$ cat src/rtl/tsp_pkg.sv
// tsp_pkg: shared state codes, status patterns and default widths
// for the TSP board-level run sequencer.
package tsp_pkg;

   localparam int N_CITY_D = 8;
   localparam int CITY_W_D = 3;
   localparam int COST_W_D = 16;

   localparam logic [COST_W_D-1:0] COST_NONE = '1;

   localparam logic [2:0] ST_IDLE   = 3'd0;
   localparam logic [2:0] ST_LAUNCH = 3'd1;
   localparam logic [2:0] ST_RUN    = 3'd2;
   localparam logic [2:0] ST_SHOW   = 3'd3;
   localparam logic [2:0] ST_ERR    = 3'd4;

   localparam logic [3:0] STAT_IDLE   = 4'b0001;
   localparam logic [3:0] STAT_LAUNCH = 4'b0010;
   localparam logic [3:0] STAT_RUN    = 4'b0100;
   localparam logic [3:0] STAT_SHOW   = 4'b1000;
   localparam logic [3:0] STAT_ERR    = 4'b1111;

   function automatic logic [3:0] state_status(input logic [2:0] st);
      logic [3:0] s;
      s = STAT_IDLE;
      unique case (st)
         ST_IDLE:   s = STAT_IDLE;
         ST_LAUNCH: s = STAT_LAUNCH;
         ST_RUN:    s = STAT_RUN;
         ST_SHOW:   s = STAT_SHOW;
         ST_ERR:    s = STAT_ERR;
         default:   s = STAT_IDLE;
      endcase
      return s;
   endfunction

endpackage

$ cat src/rtl/tsp_tick_gen.sv
// tsp_tick_gen: free-running divider, one-cycle tick every TICK_DIV
// clocks; shared by the display blocks.
module tsp_tick_gen
   import tsp_pkg::*;
#(
   parameter int TICK_DIV = 50000000
) (
   input  logic CLOCK_50,
   input  logic nrst,
   output logic tick
);

   localparam int CW = (TICK_DIV > 1) ? $clog2(TICK_DIV) : 1;
   localparam logic [CW-1:0] LAST = CW'(TICK_DIV - 1);

   logic [CW-1:0] cnt;

   always_ff @(posedge CLOCK_50 or negedge nrst) begin
      if (!nrst) begin
         cnt <= '0;
      end else if (cnt == LAST) begin
         cnt <= '0;
      end else begin
         cnt <= cnt + 1'b1;
      end
   end

   assign tick = (cnt == LAST);

endmodule

$ cat src/rtl/tsp_run_sequencer.sv
// tsp_run_sequencer: switch-driven launch, timeout supervision and display
// sequencing for the TSP core. Define TSP_CYCLE_COUNT_EN to add run_cycles.
module tsp_run_sequencer
   import tsp_pkg::*;
#(
   parameter int N_CITY   = N_CITY_D,
   parameter int CITY_W   = CITY_W_D,
   parameter int COST_W   = COST_W_D,
   parameter int TICK_DIV = 50000000,
   parameter int TIMEOUT  = 16777216
) (
   input  logic                     CLOCK_50,
   input  logic                     nrst,
   input  logic                     start_sw,
   input  logic                     mode_sw,
   output logic                     core_start,
   input  logic                     core_busy,
   input  logic                     core_done,
   input  logic [COST_W-1:0]        core_cost,
   input  logic [N_CITY*CITY_W-1:0] core_route,
   output logic [COST_W-1:0]        best_cost,
   output logic                     disp_sel,
   output logic [CITY_W-1:0]        disp_idx,
   output logic [CITY_W-1:0]        disp_city,
`ifdef TSP_CYCLE_COUNT_EN
   output logic [31:0]              run_cycles,
`endif
   output logic [3:0]               status
);

   localparam int TW = $clog2(TIMEOUT) + 1;
   localparam logic [TW-1:0] TMO_LAST = TW'(TIMEOUT - 1);
   localparam logic [CITY_W-1:0] IDX_LAST = CITY_W'(N_CITY - 1);

   logic [2:0]        start_q;
   logic [1:0]        mode_q;
   logic [2:0]        sync_vld;
   logic              start_edge;
   logic              tick;
   logic [2:0]        state;
   logic [2:0]        state_nx;
   logic [TW-1:0]     timer;
   logic [CITY_W-1:0] route_q [N_CITY];

   tsp_tick_gen #(
      .TICK_DIV (TICK_DIV)
   ) u_tick (
      .CLOCK_50 (CLOCK_50),
      .nrst     (nrst),
      .tick     (tick)
   );

   always_ff @(posedge CLOCK_50 or negedge nrst) begin
      if (!nrst) begin
         start_q  <= '0;
         mode_q   <= '0;
         sync_vld <= '0;
      end else begin
         start_q  <= {start_q[1:0], start_sw};
         mode_q   <= {mode_q[0], mode_sw};
         sync_vld <= {sync_vld[1:0], 1'b1};
      end
   end

   // The delayed copy only holds a real sample once the chain has filled;
   // before that a switch held through reset would look like a fresh edge.
   assign start_edge = start_q[1] & ~start_q[2] & sync_vld[2];

   always_comb begin
      state_nx = state;
      unique case (state)
         ST_IDLE, ST_SHOW, ST_ERR: begin
            if (start_edge && !core_busy) state_nx = ST_LAUNCH;
         end
         ST_LAUNCH: state_nx = ST_RUN;
         ST_RUN: begin
            if (core_done)             state_nx = ST_SHOW;
            else if (timer == TMO_LAST) state_nx = ST_ERR;
         end
         default: state_nx = ST_IDLE;
      endcase
   end

   always_ff @(posedge CLOCK_50 or negedge nrst) begin
      if (!nrst) state <= ST_IDLE;
      else       state <= state_nx;
   end

   assign disp_sel = (state == ST_SHOW) & mode_q[1];

   always_ff @(posedge CLOCK_50 or negedge nrst) begin
      if (!nrst) begin
         timer     <= '0;
         best_cost <= '1;
         disp_idx  <= '0;
         for (int k = 0; k < N_CITY; k++) route_q[k] <= '0;
      end else begin
         unique case (state)
            ST_LAUNCH: timer <= '0;
            ST_RUN: begin
               timer <= timer + 1'b1;
               if (core_done) begin
                  best_cost <= core_cost;
                  disp_idx  <= '0;
                  for (int k = 0; k < N_CITY; k++)
                     route_q[k] <= core_route[k*CITY_W +: CITY_W];
               end
            end
            ST_SHOW: begin
               if (disp_sel && tick)
                  disp_idx <= (disp_idx == IDX_LAST) ? '0 : disp_idx + 1'b1;
            end
            default: ;
         endcase
      end
   end

`ifdef TSP_CYCLE_COUNT_EN
   always_ff @(posedge CLOCK_50 or negedge nrst) begin
      if (!nrst)
         run_cycles <= '0;
      else if (state == ST_RUN && core_done)
         run_cycles <= 32'(timer) + 32'd1;
   end
`endif

   assign disp_city  = route_q[disp_idx];
   assign core_start = (state == ST_LAUNCH);
   assign status     = state_status(state);

endmodule

$ cat config.mk
export PLATFORM = sky130hd
export DESIGN_NAME = tsp_run_sequencer
export DESIGN_NICKNAME = d
export VERILOG_FILES = /design/src/rtl/tsp_pkg.sv /design/src/rtl/tsp_tick_gen.sv /design/src/rtl/tsp_run_sequencer.sv
export SDC_FILE = /design/constraint.sdc
export NUM_CORES = 1
export LEC_CHECK = 0
export CAP_MARGIN = 20
export CORE_ASPECT_RATIO = 1.75
export CORE_MARGIN = 5
export CORE_UTILIZATION = 51
export CTS_CLUSTER_SIZE = 10
export DETAILED_ROUTE_END_ITERATION = 10
export GPL_TIMING_DRIVEN = 0
export HOLD_SLACK_MARGIN = 0.12
export PLACE_DENSITY = 0.84
export REMOVE_ABC_BUFFERS = 1
export SETUP_SLACK_MARGIN = 0.3
export SYNTH_ARGS = -nofsm -noshare
export SYNTH_HDL_FRONTEND = slang
export SYNTH_SLANG_ARGS = --single-unit
export TNS_END_PERCENT = 100
$ cat constraint.sdc
create_clock -name CLOCK_50 -period 3.45 [get_ports CLOCK_50]
set_input_delay 0.5175 -clock CLOCK_50 [delete_from_list [all_inputs] [get_ports CLOCK_50]]
set_output_delay 0.5175 -clock CLOCK_50 [all_outputs]
set_load 0.01 [all_outputs]
==> results.yml <==
sta:
  hold_violations: 0
  max_slew_margin_pct: 32.3
  tightest_slew_ns: 1.01
  slew_viol_final: 0
  finalSetupViolCount: 0
  fin_crit_ns: 2.89
  fin_hold_ws_ns: 0.219
  skew_ns: 0.00515
  setup_tns_ns: 0
  rsz0062_at_grt: "no"
  fin_crit_sh_pct: 83.8
  max_freq_mhz: 346
setup_path:
  reg2reg_slack_ns: 0.80
  crit_path_top_delay_cell: "dfrtp_1"
  reg2reg_depth: 5
  critPathLaunch: "disp_idx[0]"
  worst_setup_path_end_kind: "output pin"
  cp.required_ns: 2.93
  cp-start-kind: "register"
  max_stage_delay_ns: 0.67
  r2r-start: "state[1]"
  critPathTopFamily: "multiplexers"
  path_class: "register to output pin"
  crit_chain: "mux4_2, mux2_2, clkdlybuf4s50_1"
  cp_num_buf_inv: 1
  cp_data_arrival_time_ns: 2.37
  timing.rr.end: "timer[15]"
  crit_fanout: 10
global_routing:
  grt_pass1_vias: 3991
  grt-ovfl-total: 0
  antenna_found_initial: 0
  grt_usage_pct: 20.7
  grt_pass1_wl_um: 19000
  grt_max_degree: 55
power:
  power.density_mw_per_mm2: 658
  vdd_drop_max_uv: 361
  p_leak_nw: 2.67
final_layout:
  syn_to_final_growth_pct: 25.3
  n_antenna_cell: 0
  final_layout_size_suffix_gt1_share_pct: 8.90
  seq_area_mm2: 0.00265
  nNetsFinal: 607
  fill_cells: 715
  multi_input_area_mm2: 0.00200
clock_tree:
  post_cts_resized: 0
  cts_buffer_depth: 2
  cts_hold_buf: 0
  clk_pin_slew_ns: 0.07
  cts_setup_buffers: 0
  insertion_delay_ns: 0.35
  clock_sinks: 105
  ctsRootBufferMaster: "clkbuf_16"
  cts_tree: "done"
  htree_levels: 3
  cts_made_buffers: 9
job:
  maxCapViolCount: 0
synthesis:
  yosysWarnings: 0
  async_reset_ff_share_pct: 100
  ys.flop_type: "dfrtp_1"
  ys_ff_latch: 105
  syn_area_mm2: 0.00474
  netlist_instances: 490
  ys_types: 45
  postSynthAreaPerCell_um2: 9.68
  seq_area_frac_synth_pct: 55.8
  synth_edf_count: 0
route:
  post-route-drc-count: 0
  wl_per_cell_um: 16.3
  dr.first_iter.drc_count: 251
  wl_um: 11200
  antenna_left: 0
  vias_per_cell: 5.65
  dr.pass1.iters: 5
  route.vias.total: 3856
die:
  die_x_um: 82.9
  fp.dieH_um: 138
  ios: 74
  start_util_pct: 52.1
  rows: 46
  fp.coreArea_mm2: 0.00909
  dieArea_mm2: 0.0114
run_status:
  status: "finished, final reports clean"
worst_hold_path:
  hold_class: "primary input to asynchronous set/reset pin"
place:
  dp_hpwl_um: 7680
  port_buffers: 73
  place_congestion: 0.823
[routing by layer]
layer	track usage (%)	share of wire, %	wire length, µm	vias to the layer above
met5	0	0	0	-
met4	7.36	2.1	232	0
met3	4.91	5.0	561	19
met2	38.4	55	6150	143
met1	23.1	38	4200	1890
li1	-	-	-	1804
[report_power, final]
part | internal, W | switching [W]
Clock | 0.000621 | 0.000425
Sequential | 0.00155 | 0.000162
Combinational | 0.000558 | 0.000595
Total | 0.00273 | 0.00118
[area by class of cell]
| class | count | area share [%] |
|---|---|---|
| Tap cell | 120 | 2.53 |
| Clock inverter | 2 | 0.590 |
| Inverter | 5 | 0.316 |
| Sequential cell | 105 | 44.6 |
| Timing Repair Buffer | 77 | 13.7 |
| Multi-Input combinational cell | 359 | 33.7 |
| Clock buffer | 14 | 4.61 |
[placed cells by master (no fill, tap or decap), drive strengths merged, types with 2 or more instances in the layout]
cell type and n:
clkdlybuf4s50 72, nor2b 3, nand4 16, dfstp 16, and2 2, nand2 160, o31ai 8, o311ai 2
or4 2, o41ai 2, o211ai 7, buf 5, o21ai 20, xor2 11, a31oi 3, a211oi 2
nor3b 2, nand3 21, nor4 3, ha 4, clkbuf 14, dfrtp 89, or2 2, a22o 2
and4 3, inv 5, mux4 6, xnor2 11, and3 8, a21oi 3, nor2 32, mux2i 5
nor3 7, mux2 3, nor4bb 2
[flip-flops by register name, summed over array words and instances (netlist names)]
name        cells
state           3
sync_vld        3
timer          25
best_cost      16
disp_idx        3
start_q         3
route_q        24
u_tick.cnt     26
mode_q          2
[how the worst max path moves through the flow]
stage,depth (start not counted),to
final,3,disp_city[2]
after global routing,3,disp_city[2]
after CTS,3,disp_city[2]
after detailed placement,3,disp_city[0]
after global placement,1,sync_vld[0]
after floorplan,4,disp_idx[1]
[Yosys cell counts (2+ instances only)]
master	count	area, µm²
a211oi_1	2	15.0
a22o_1	2	17.5
nand3_1	21	105
ha_1	4	50.1
mux4_2	6	135
a21oi_1	3	15.0
mux2i_1	5	50.1
buf_2	2	10.0
o31ai_1	8	60.1
a31oi_1	3	18.8
o211ai_1	7	52.6
and2_1	2	12.5
nor4bb_1	2	20.0
nand4_1	16	100
inv_1	5	18.8
and3_1	8	50.1
nor3b_1	2	15.0
clkbuf_1	17	63.8
mux2_2	3	33.8
o41ai_1	2	17.5
xnor2_1	11	96.3
o311ai_0	2	17.5
buf_1	2	7.51
and4_1	3	26.3
nor3_1	6	30.0
nor4_1	3	18.8
xor2_1	11	96.3
nand2_1	160	601
nor2b_1	3	18.8
nor2_1	32	120
dfstp_2	16	420
o21ai_0	20	100
dfrtp_1	89	2230
[logic make-up (layout without fill, tap and decap cells)]
| logic type | after synthesis | after routing | synth area share [%] |
|---|---|---|---|
| AO/OA/AOI/OAI | 51 | 51 | 6.94 |
| flip-flops | 105 | 105 | 55.8 |
| AND/OR/NAND/NOR | 267 | 267 | 25.3 |
| buffers and inverters | 26 | 98 | 2.11 |
| adder cells (fa/ha/maj) | 4 | 4 | 1.06 |
| multiplexers | 14 | 14 | 4.62 |
| XOR/XNOR | 22 | 22 | 4.06 |
| other | 1 | 1 | 0.0791 |
[per-stage QoR]
stage / instance area, µm² / utilization (%) / power (W) / cells / worst slack [ns]
after floorplan: 4660 / - / 0.00227 / 469 / 1.01
after global placement: 5540 / 60.9 / 0.00275 / 662 / -1.92
after detailed placement: 5630 / 61.9 / 0.00288 / 666 / 0.918
after CTS: 5940 / 65.3 / 0.00394 / 682 / 0.543
after global routing: 5940 / 65.3 / 0.00413 / 682 / 0.443
final: 5940 / 65.3 / 0.00391 / 682 / 0.560
Note: power is estimated with default switching activity, not from simulation.
